===== src/rtl/dsp48a1_pkg.sv =====
// Shared constants and operand-select encodings for the DSP48A1 post-adder stage.
package dsp48a1_pkg;

    localparam int M_W = 36;
    localparam int P_W = 48;

    localparam int OP_CIN = 5;
    localparam int OP_SUB = 7;

    typedef enum logic [1:0] {
        X_ZERO = 2'd0,
        X_M    = 2'd1,
        X_P    = 2'd2,
        X_DAB  = 2'd3
    } xsel_e;

    typedef enum logic [1:0] {
        Z_ZERO = 2'd0,
        Z_PCIN = 2'd1,
        Z_P    = 2'd2,
        Z_C    = 2'd3
    } zsel_e;

    // Z +/- (X + cin) at P_W+1 bits; the top bit is carry (add) or borrow (sub).
    function automatic logic [P_W:0] addsub(input logic [P_W-1:0] z,
                                            input logic [P_W-1:0] x,
                                            input logic           cin,
                                            input logic           sub);
        logic [P_W:0] zx;
        logic [P_W:0] xc;
        zx = {1'b0, z};
        xc = {1'b0, x} + {{P_W{1'b0}}, cin};
        return sub ? (zx - xc) : (zx + xc);
    endfunction

endpackage


===== src/rtl/reg_mux_sync.sv =====
// Optional pipeline register: REG=1 gives a synchronous-reset, clock-enabled
// register; REG=0 passes d_i straight through.
module reg_mux_sync #(
    parameter int W   = 1,
    parameter int REG = 1
) (
    input  logic         clk_i,
    input  logic         rst_i,
    input  logic         ce_i,
    input  logic [W-1:0] d_i,
    output logic [W-1:0] q_o
);

    logic [W-1:0] q_q;

    always_ff @(posedge clk_i) begin
        if (rst_i)
            q_q <= '0;
        else if (ce_i)
            q_q <= d_i;
    end

    assign q_o = (REG != 0) ? q_q : d_i;

endmodule


===== src/rtl/post_adder_acc.sv =====
// DSP48A1 post-adder/accumulator: X/Z operand select, add/sub with carry-in,
// optional OPMODE, carry-in and P/CARRYOUT registers.
module post_adder_acc
    import dsp48a1_pkg::*;
#(
    parameter int OPMODEREG  = 1,
    parameter int CARRYINREG = 1,
    parameter int PREG       = 1,
    parameter     CARRYINSEL = "OPMODE5"
) (
    input  logic           clk,
    input  logic           reset,
    input  logic [M_W-1:0] m,
    input  logic [P_W-1:0] dab,
    input  logic [P_W-1:0] c,
    input  logic [P_W-1:0] pcin,
    input  logic [7:0]     opmode,
    input  logic           carryin,
    input  logic           ce_opmode,
    input  logic           ce_carryin,
    input  logic           ce_p,
    output logic [P_W-1:0] p,
    output logic [P_W-1:0] pcout,
    output logic           carryout,
    output logic           carryoutf
);

    localparam logic [1:0] CSEL = (CARRYINSEL == "OPMODE5") ? 2'd0 :
                                  (CARRYINSEL == "CARRYIN") ? 2'd1 : 2'd2;

    logic [7:0]     opm_r;
    logic           cin_d;
    logic           cin_r;
    xsel_e          xsel;
    zsel_e          zsel;
    logic [P_W-1:0] p_fb;
    logic [P_W-1:0] x_opnd;
    logic [P_W-1:0] z_opnd;
    logic [P_W:0]   sum;
    logic [P_W-1:0] p_r;
    logic           co_r;

    reg_mux_sync #(.W(8), .REG(OPMODEREG)) u_opmode (
        .clk_i(clk), .rst_i(reset), .ce_i(ce_opmode), .d_i(opmode), .q_o(opm_r)
    );

    // Carry-in source comes from the raw OPMODE bit; only its own register delays it.
    always_comb begin
        cin_d = 1'b0;
        case (CSEL)
            2'd0:    cin_d = opmode[OP_CIN];
            2'd1:    cin_d = carryin;
            default: cin_d = 1'b0;
        endcase
    end

    reg_mux_sync #(.W(1), .REG(CARRYINREG)) u_carryin (
        .clk_i(clk), .rst_i(reset), .ce_i(ce_carryin), .d_i(cin_d), .q_o(cin_r)
    );

    assign xsel = xsel_e'(opm_r[1:0]);
    assign zsel = zsel_e'(opm_r[3:2]);

    // Without the P register the feedback path is tied off so no loop exists.
    generate
        if (PREG != 0) begin : g_pfb
            assign p_fb = p_r;
        end else begin : g_nofb
            assign p_fb = '0;
        end
    endgenerate

    always_comb begin
        x_opnd = '0;
        case (xsel)
            X_ZERO:  x_opnd = '0;
            X_M:     x_opnd = {{(P_W-M_W){1'b0}}, m};
            X_P:     x_opnd = p_fb;
            X_DAB:   x_opnd = dab;
            default: x_opnd = '0;
        endcase
    end

    always_comb begin
        z_opnd = '0;
        case (zsel)
            Z_ZERO:  z_opnd = '0;
            Z_PCIN:  z_opnd = pcin;
            Z_P:     z_opnd = p_fb;
            Z_C:     z_opnd = c;
            default: z_opnd = '0;
        endcase
    end

    assign sum = addsub(z_opnd, x_opnd, cin_r, opm_r[OP_SUB]);

    reg_mux_sync #(.W(P_W), .REG(PREG)) u_p (
        .clk_i(clk), .rst_i(reset), .ce_i(ce_p), .d_i(sum[P_W-1:0]), .q_o(p_r)
    );

    reg_mux_sync #(.W(1), .REG(PREG)) u_carryout (
        .clk_i(clk), .rst_i(reset), .ce_i(ce_p), .d_i(sum[P_W]), .q_o(co_r)
    );

    assign p         = p_r;
    assign pcout     = p_r;
    assign carryout  = co_r;
    assign carryoutf = co_r;

    logic unused_opm;
    assign unused_opm = ^opm_r[6:4];

endmodule


===== config.mk =====
export PLATFORM = sky130hd
export DESIGN_NAME = post_adder_acc
export DESIGN_NICKNAME = d
export VERILOG_FILES = /design/src/rtl/dsp48a1_pkg.sv /design/src/rtl/reg_mux_sync.sv /design/src/rtl/post_adder_acc.sv
export SDC_FILE = /design/constraint.sdc
export NUM_CORES = 1
export LEC_CHECK = 0
export ABC_AREA = 1
export BUFFER_PORTS_ARGS = -buffer_cell sky130_fd_sc_hd__buf_2
export CAP_MARGIN = 20
export CORE_ASPECT_RATIO = 1.4
export CORE_MARGIN = 5
export CORE_UTILIZATION = 56
export CTS_BUF_LIST = sky130_fd_sc_hd__clkbuf_8
export DETAILED_ROUTE_END_ITERATION = 7
export GPL_TIMING_DRIVEN = 0
export HOLD_SLACK_MARGIN = 0.03
export PLACE_DENSITY = 0.81
export SKIP_LAST_GASP = 1
export SLEW_MARGIN = 0
export SYNTH_ARGS = -nofsm -noshare
export SYNTH_HDL_FRONTEND = slang
export SYNTH_SLANG_ARGS = --single-unit

===== constraint.sdc =====
create_clock -name clk -period 6.36 [get_ports clk]
set_input_delay 1.272 -clock clk [delete_from_list [all_inputs] [get_ports clk]]
set_output_delay 1.272 -clock clk [all_outputs]
set_load 0.01 [all_outputs]

### Yosys cells after proc, flatten, opt, wreduce, memory -nomap -nowiden

Index checks and enable logic that the tools add are counted.

| operators by class | value |
|---|---|
| $add $sub $neg | 3 |
| eq/ne operators | 6 |
| muxes and demuxes | 3 |
| reductions and logical operators | 2 |

Operators with widths:

| operator | count |
|---|---|
| $pmux W48 S4 | 2 |
| $add A48 B1 Y49 | 1 |
| $add A48 B49 Y49 | 1 |
| $mux W49 | 1 |
| $sub A48 B49 Y49 | 1 |
| $eq A2 B2 Y1 const B | 4 |
| $eq A2 B1 Y1 const B | 2 |
| $logic_not A2 Y1 | 2 |

| word-level totals | value |
|---|---|
| flip-flop bits (word level) | 58 |
| input port bits | 194 |
| output and inout bits | 98 |
| word-level logic and storage cells | 18 |

### Depth between registers and ports, before layout

Gate-level depths: netlist (run 1).

| depth | value |
|---|---|
| depth in word-level cells | 5 |
| depth in mapped cells | 39 |
| depth with buffers taken out | 36 |

### Hierarchy

Synthesis (run 1) repeated with hierarchy kept, for this count alone.

| second synthesis, totals | value |
|---|---|
| cells, all modules | 2037 |
| area, all modules | 11078.1 sq um |

Modules (own cells, without submodules):

| module | instances | cells each | area an instance (sq um) | seq. area each (sq um) |
|---|---|---|---|---|
| post_adder_acc | 1 | 1667 | 8669.6 | 0.0 |
| reg_mux_sync (u_p) | 1 | 305 | 1976.9 | 960.9 |
| reg_mux_sync (u_opmode) | 1 | 51 | 341.6 | 160.2 |
| reg_mux_sync (u_carryin ...) | 2 | 7 | 45.0 | 20.0 |

### Worst setup path before layout (run 1)

Ideal clock, no wire load.

| timing | value |
|---|---|
| kind | input-to-reg |
| start point | in dab[0] |
| end point | reg u_p.q_q[38], in the netlist u_p.q_o[38] |
| setup time | 58 ps |
| arrival | 5087 ps |
| data required time | 6302 ps |
| setup slack | 1215 ps |
| stages on the path | 28 |
| buffers on the path | 0 |
| path through | nand2_1 > nand3_1 > ha_1 > ha_1 > nand2_1 > nor2_4 > nand2_4 > xor2_1 > nand4_1 > nor2_2 > nand2_1 > nor2_2 > nand2_1 > nand2_1 > xnor2_1 > ha_1 > nand2_1 > nor2_1 > inv_1 > nor2_1 > nand3_1 > o211a_1 > o21ai_0 > nand3_1 > a21o_1 > nand3_1 > o211ai_1 > inv_1 |

| on the way | value |
|---|---|
| word-level cells in the longest chain between the ends | 4 |
| elaborated cells on any way between the ends | 5 |
| classes of those cells | 3 x add/sub; 2 x mux |

Ends and longest elaborated chain:

| element | RTL line | RTL |
|---|---|---|
| from (decl) | post_adder_acc.sv:14 | `input logic [P_W-1:0] dab,` |
| $pmux W48 S4 * | post_adder_acc.sv:75 | `case (xsel)` |
| $add A48 B1 Y49 * | dsp48a1_pkg.sv:32 | `xc = {1'b0, x} + {{P_W{1'b0}}, cin};` |
| $add A48 B49 Y49 / $sub A48 B49 Y49 (equally long branches) | dsp48a1_pkg.sv:33 | `return sub ? (zx - xc) : (zx + xc);` |
| $mux W49 * | dsp48a1_pkg.sv:33 |  |
| to (signal assigned) | reg_mux_sync.sv:20 | `q_q <= d_i;` |
| to (decl) | reg_mux_sync.sv:14 | `logic [W-1:0] q_q;` |

Mark *: on every way between the ends. The rest lies on a longest branch, timed or not.
A chain may end at the register's enable or synchronous reset.

### Final worst setup path (run 1)

| timing | value |
|---|---|
| start point | reg u_opmode.q_q[1], in the netlist u_opmode.q_o[1] |
| end point | reg u_p.q_q[47], in the netlist u_p.q_o[47] |

| on the way | value |
|---|---|
| word-level cells in the longest chain between the ends | 5 |
| elaborated cells on any way between the ends | 9 |
| classes of those cells | 3 x add/sub; 3 x eq/ne; 2 x mux; 1 x reduce/logical |

Ends and longest elaborated chain:

| element | RTL line |
|---|---|
| from (decl) | reg_mux_sync.sv:14 |
| from (signal assigned) | reg_mux_sync.sv:20 |
| $eq A2 B2 Y1, or another cell as far along | post_adder_acc.sv:75 |
| $pmux W48 S4 * | post_adder_acc.sv:75 |
| $add A48 B1 Y49 * | dsp48a1_pkg.sv:32 |
| $add A48 B49 Y49 / $sub A48 B49 Y49 (equally long branches) | dsp48a1_pkg.sv:33 |
| $mux W49 * | dsp48a1_pkg.sv:33 |

Marked as above.

==> results.sh, run 1 <==
export IMPL_antenna_found_initial=1
export IMPL_setup_slack_ns=0.125
export IMPL_areaGrowthSynthToFinish_pct=17.9
export IMPL_pin_count=292
export IMPL_hp_class="flop to flop"
export IMPL_fin_nets=2513
export IMPL_gp_congestion=1.04
export IMPL_crit_path_start_kind="flop"
export IMPL_swShare=0.530
export IMPL_worstMarginPinSlew_ns=0.927
export IMPL_vias_per_cell=5.99
export IMPL_grt_first_pass_wirelength_um=74200
export IMPL_clock_power_share=0.122
export IMPL_syn_inst=1972
export IMPL_ys_flop_type="dfxtp_1"
export IMPL_avgSynthCellArea_um2=5.55
export IMPL_p_int_mw=1.06
export IMPL_whs_ns=0.595
export IMPL_htreeDepth=2
export IMPL_min_from="u_carryout.q_o"
export IMPL_fin_crit_sh=0.980
export IMPL_drt_wl_total_um=50300
export IMPL_drtIter0Drc=1830
export IMPL_max_freq_mhz=160
export IMPL_ys_ff_latch=55
export IMPL_drv_cap=0
export IMPL_total_power_mw=2.26
export IMPL_drc=0
export IMPL_first_pass_iters=6
export IMPL_num_rows=60
export IMPL_startpoint="u_opmode.q_o[1]"
export IMPL_multi_input_area_mm2=0.00828
export IMPL_crit_arrival_ns=6.49
export IMPL_finalCriticalPeriod_ns=6.24
export IMPL_setup_worst_path_class="flop to flop"
export IMPL_r2r_cells=25
export IMPL_clock_sinks=55
export IMPL_grt_pass1_vias=14100
export IMPL_finalMaxSlewViolations=0
export IMPL_cp_required_ns=6.61
export IMPL_pwr_share_comb=0.659
export IMPL_cts_root_buffer="clkbuf_8"
export IMPL_synth_area_mm2=0.0109
export IMPL_cts_tree="yes"
export IMPL_async_flop_share=0
export IMPL_powerDensity_mw_per_mm2=175
export IMPL_seq_power_share=0.220
export IMPL_whs_path_depth=2
export IMPL_grt_use_total=0.425
export IMPL_route_vias_total=15100
export IMPL_wl_per_cell_um=20.0
export IMPL_final_core_util=0.671
export IMPL_yosysSeqAreaShare=0.101
export IMPL_yosysWarnings=0
export IMPL_reg2reg_setup_slack_ns=0.12
export IMPL_start_util=0.569
export IMPL_synthesis_nets=2218
export IMPL_place_ws_ns=-0.387
export IMPL_clk_pin_slew_worst_paths_ns=0.12
export IMPL_placement_io_buffers=287
export IMPL_drive_gt1_frac=0.211
export IMPL_post_dp_hpwl_um=42600
export IMPL_gr_total_overflow=0
export IMPL_die_area_mm2=0.0225
export IMPL_setup_viol=0
export IMPL_peakVddDrop_uv=149
export IMPL_ys_types=51
export IMPL_timing_hold_violations_final=0
export IMPL_skew_ns=0.0128
export IMPL_critPathMaxFanout=10
export IMPL_total_leakage_power_nw=6.60
export IMPL_regArea_mm2=0.00110
export IMPL_p_switching_mw=1.20
export IMPL_r2r_start="u_opmode.q_o[1]"
export IMPL_relSlewSlack=0.376
export IMPL_core_mm2=0.0192
export IMPL_die_h_um=175
export IMPL_end_kind="flop"
export IMPL_insertion_delay_ns=0.34
export IMPL_cts_buffer_depth=2
export IMPL_grt_max_degree=18
export IMPL_n_fill_cell=1957
export IMPL_cts_buffers=5
export IMPL_fin_tns_setup_ns=0
export IMPL_outcome="complete, no violations"
export IMPL_die_w_um=128
export IMPL_antenna_left=0
export IMPL_synth_edf_count=0
critical path: stages (launching register included):
cell      delay, ns
dfxtp_1        0.34
buf_6          0.14
inv_4          0.07
buf_6          0.15
nor2_4         0.17
buf_6          0.19
nand2_1        0.07
nand3_1        0.08
ha_2           0.28
ha_2           0.30
nand3_1        0.19
nor2_1         0.46
nand2_1        0.11
nand2_1        0.15
xnor2_1        0.13
ha_1           0.37
nand2_1        0.09
o21ai_0        0.74
a21boi_0       0.47
o21ai_0        0.75
a21oi_2        0.23
or2_2          0.36
nand4_1        0.08
nand3_1        0.07
nand2_1        0.10
inv_1          0.04
power groups by stage:
stage	registers [mW]	clock network (mW)	logic [mW]
after floorplan	0.463	0	0.951
after global placement	0.492	0	1.40
after detailed placement	0.493	0	1.42
after CTS	0.484	0.268	1.43
after global routing	0.494	0.284	1.60
final	0.495	0.274	1.49
area by class of cell:
type / count / share of cell area
repair buffers: 289 / 0.112
clock buffers: 6 / 0.00640
plain buffers: 115 / 0.0582
diodes: 1 / 0.000194
clock inverters: 2 / 0.00301
multi-input cells: 1568 / 0.642
well taps: 248 / 0.0240
flip-flops and latches: 55 / 0.0853
inverters: 233 / 0.0685
layout by cell type (no fill, tap or decap), types with 8 or more instances in the layout:
cell / instances
nand2_1: 499
buf_2: 293
nand3_1: 261
inv_1: 214
nor2_1: 211
a21oi_1: 120
o21ai_0: 105
dfxtp_1: 55
buf_4: 54
xor2_1: 52
ha_1: 48
o211ai_1: 43
nand4_1: 40
clkbuf_1: 39
nor2_2: 27
xnor2_1: 27
nand2_2: 16
inv_2: 15
buf_6: 14
nand3_2: 14
nor2_4: 13
nand3b_1: 11
nor3_1: 10
o21a_1: 9
a31oi_1: 8
metal layers:
| layer | part of all wire | global-route usage | wire [um] | vias up |
|---|---|---|---|---|
| met5 | 0 | 0 | 0 | - |
| met4 | 0.082 | 0.300 | 4140 | 0 |
| met3 | 0.096 | 0.0502 | 4820 | 241 |
| met2 | 0.47 | 0.723 | 23600 | 960 |
| met1 | 0.35 | 0.487 | 17800 | 6839 |
| li1 | - | - | - | 7044 |
Yosys cell counts, types with 40 or more instances:
| cell | number | area (um^2) |
|---|---|---|
| nand2_1 | 499 | 1870 |
| nand3_1 | 262 | 1310 |
| inv_1 | 214 | 803 |
| nor2_1 | 214 | 803 |
| a21oi_1 | 123 | 616 |
| o21ai_0 | 108 | 541 |
| dfxtp_1 | 55 | 1100 |
| xor2_1 | 54 | 473 |
| buf_4 | 53 | 398 |
| ha_1 | 51 | 638 |
| o211ai_1 | 43 | 323 |
| nand4_1 | 40 | 250 |
logic make-up after synthesis:
kind of cell | count (synthesis) | share of synthesized area
AOI/OAI and AO/OA | 320 | 0.166
xor gates and xnor gates | 84 | 0.0693
adders and majority gates | 52 | 0.0602
buffers and inverters | 349 | 0.149
DFF | 55 | 0.101
and+or+nand+nor | 1112 | 0.454
timing repair:
item / 4_1_cts / 5_1_grt
pin swaps: 0 / 1
hold buffers: 0 / 0
endpoints found under the setup margin: 6 / 22
gates resized for setup: 4 / 20
buffers inserted: 0 / 2
flip-flops by register name, summed over array words and instances (netlist names):
register / cells
u_p.q_o: 48
u_opmode.q_o: 5
u_carryin.q_o: 1
u_carryout.q_o: 1
per-stage QoR:
stage | std cells | instance area, um^2
6_report | 2517 | 12900
5_1_grt | 2517 | 12900
4_1_cts | 2515 | 12800
3_5_place_dp | 2507 | 12700
3_3_place_gp | 2507 | 12700
2_1_floorplan | 1972 | 10900
final timing paths:
check / to
setup reg to reg: u_p.q_o[47]
hold / removal: u_carryout.q_o
hold reg to reg: u_carryout.q_o
setup / recovery: u_p.q_o[47]
Power figures use the tool's default switching activity.
==> inputs of run 2 (changes only) <==
--- a/config.mk
+++ b/config.mk
@@ -20,4 +20,5 @@
 export SLEW_MARGIN = 0
 export SYNTH_ARGS = -nofsm -noshare
 export SYNTH_HDL_FRONTEND = slang
+export SYNTH_HIERARCHICAL = 1
 export SYNTH_SLANG_ARGS = --single-unit
==> run 2 against run 1 <==
  * Worst hold slack got worse by 0.088 ns
  * Critical endpoint is now u_carryout/q_o
  * Clock power decreased by 18%
  * First-iteration DRC count down 18%
  * Clock skew is 0.0031 ns higher
  * Synthesized cell count rose by 2.4%
  * Largest power group unchanged
  * Maximum frequency is 2.9% higher
  * Die area is 0.14% higher
  * Global-route usage down 3.1 points
  * Sequential share of layout area barely moved
==> results.sh, run 2 <==
export IMPL_cpMostUsedCell="nand2_1"
export IMPL_hp_class="flop to flop"
export IMPL_worstMarginPinSlew_ns=0.878
export IMPL_post_dp_hpwl_um=40100
export IMPL_grt_pass1_vias=13400
export IMPL_regArea_mm2=0.00110
export IMPL_cts_buffer_depth=2
export IMPL_rsz0062_at_grt="no"
export IMPL_pin_count=292
export IMPL_crit_path_start_kind="flop"
export IMPL_max_freq_mhz=165
export IMPL_antenna_left=0
export IMPL_synthesis_nets=2265
export IMPL_wl_per_cell_um=18.3
export IMPL_synth_area_mm2=0.0110
export IMPL_finalMaxSlewViolations=0
export IMPL_clk_pin_slew_worst_paths_ns=0.12
export IMPL_antenna_cells=0
export IMPL_r2r_cells=38
export IMPL_grt_max_degree=20
export IMPL_final_cell_mix="nand2_1, buf_2, nor2_1"
export IMPL_total_leakage_power_nw=7.07
export IMPL_die_h_um=176
export IMPL_avgSynthCellArea_um2=5.43
export IMPL_swShare=0.532
export IMPL_relSlewSlack=0.408
export IMPL_cts_buffers=5
export IMPL_place_ws_ns=-0.442
export IMPL_layout_commonest_cell="nand2_1"
export IMPL_end_kind="flop"
export IMPL_seq_power_share=0.224
export IMPL_multi_input_area_mm2=0.00830
export IMPL_core_mm2=0.0192
export IMPL_pwr_share_comb=0.674
export IMPL_htreeDepth=2
export IMPL_gp_congestion=1.06
export IMPL_clock_sinks=55
export IMPL_skew_ns=0.0160
export IMPL_first_pass_iters=8
export IMPL_timing_hold_violations_final=0
export IMPL_insertion_delay_ns=0.34
export IMPL_syn_inst=2019
export IMPL_peakVddDrop_uv=119
export IMPL_grt_use_total=0.394
export IMPL_path_delay_family="simple AND/OR/NAND/NOR gates"
export IMPL_whs_path_depth=2
export IMPL_drtIter0Drc=1497
export IMPL_placement_io_buffers=287
export IMPL_die_w_um=128
export IMPL_clock_power_share=0.102
export IMPL_cp_required_ns=6.61
export IMPL_die_area_mm2=0.0225
export IMPL_fin_nets=2562
export IMPL_final_core_util=0.672
export IMPL_setup_slack_ns=0.301
export IMPL_fin_crit_sh=0.953
export IMPL_antenna_found_initial=0
export IMPL_areaGrowthSynthToFinish_pct=17.8
export IMPL_cts_hold_buf=0
export IMPL_critPathBufInv=8
export IMPL_cts_root_buffer="clkbuf_8"
export IMPL_drv_cap=0
export IMPL_dp_cells=2554
export IMPL_fin_cells=2565
export IMPL_critPathMaxFanout=10
export IMPL_drive_gt1_frac=0.215
export IMPL_slowest_delay_ns=0.41
export IMPL_setup_worst_path_class="flop to flop"
export IMPL_drt_wl_total_um=46900
export IMPL_gr_total_overflow=0
export IMPL_p_int_mw=1.03
export IMPL_vias_per_cell=5.64
export IMPL_n_fill_cell=1887
export IMPL_cts_tree="yes"
export IMPL_yosysWarnings=6
export IMPL_start_util=0.570
export IMPL_grt_first_pass_wirelength_um=69200
export IMPL_p_switching_mw=1.17
export IMPL_powerDensity_mw_per_mm2=170
export IMPL_crit_arrival_ns=6.31
export IMPL_drc=0
export IMPL_outcome="complete, no violations"
export IMPL_cp_slowest_cell="dfxtp_2"
export IMPL_cp_num_cells=38
export IMPL_num_rows=60
export IMPL_finalCriticalPeriod_ns=6.06
export IMPL_largest_register_ffs=48
export IMPL_route_vias_total=14500
export IMPL_setup_viol=0
## run 2: path summary, 6_finish.rpt
path | from | endpoint | slack (ns)
worst min-delay path | u_p/q_o[38] | u_p/q_o[38] | 0.51
worst max-delay path | u_opmode/q_o[0] | u_carryout/q_o | 0.30
worst min register to register | u_p/q_o[38] | u_p/q_o[38] | 0.51
worst max register to register | u_opmode/q_o[0] | u_carryout/q_o | 0.30
## run 2: power groups by stage
| stage | combinational, mW | sequential [mW] | clock [mW] |
|---|---|---|---|
| floorplan | 0.983 | 0.463 | 0 |
| global placement | 1.39 | 0.486 | 0 |
| detailed placement | 1.42 | 0.489 | 0 |
| CTS | 1.43 | 0.481 | 0.224 |
| global route | 1.61 | 0.490 | 0.239 |
| finish | 1.48 | 0.490 | 0.224 |
## run 2: what timing repair did
action | in CTS | in global routing
setup buffers | 0 | 3
setup endpoints to repair | 7 | 21
pin swaps | 0 | 3
gates resized for setup | 4 | 23
## run 2: layer usage
layer  track usage  vias up  share of wire
met3        0.0411      193          0.090
met5             0        -              0
met1         0.467     6508           0.37
li1              -     6951              -
met4         0.255        0          0.081
met2         0.665      815           0.46
## run 2: layout make-up
type / count / area share
multi-input cells: 1632 / 0.643
repair buffers: 290 / 0.113
flip-flops and latches: 55 / 0.0855
inverters: 229 / 0.0680
plain buffers: 103 / 0.0590
well taps: 248 / 0.0240
clock buffers: 5 / 0.00533
clock inverters: 3 / 0.00213
## run 2: tightest hold or removal path, delay by kind of cell, from the launching register on
| family | cells | cell delay, ns |
|---|---|---|
| AND/OR/NAND/NOR | 2 | 0.14 |
| flip-flops | 1 | 0.35 |
## run 2: per-stage QoR
step | power, mW | hold slack (ns) | setup TNS [ns] | area (um^2)
2_1_floorplan | 1.45 | 0.463 | 0 | 11000
3_3_place_gp | 1.88 | 0.483 | -1.44 | 12700
3_5_place_dp | 1.91 | 0.492 | -2.35 | 12700
4_1_cts | 2.13 | 0.508 | 0 | 12800
5_1_grt | 2.34 | 0.526 | 0 | 12900
6_report | 2.19 | 0.506 | 0 | 12900
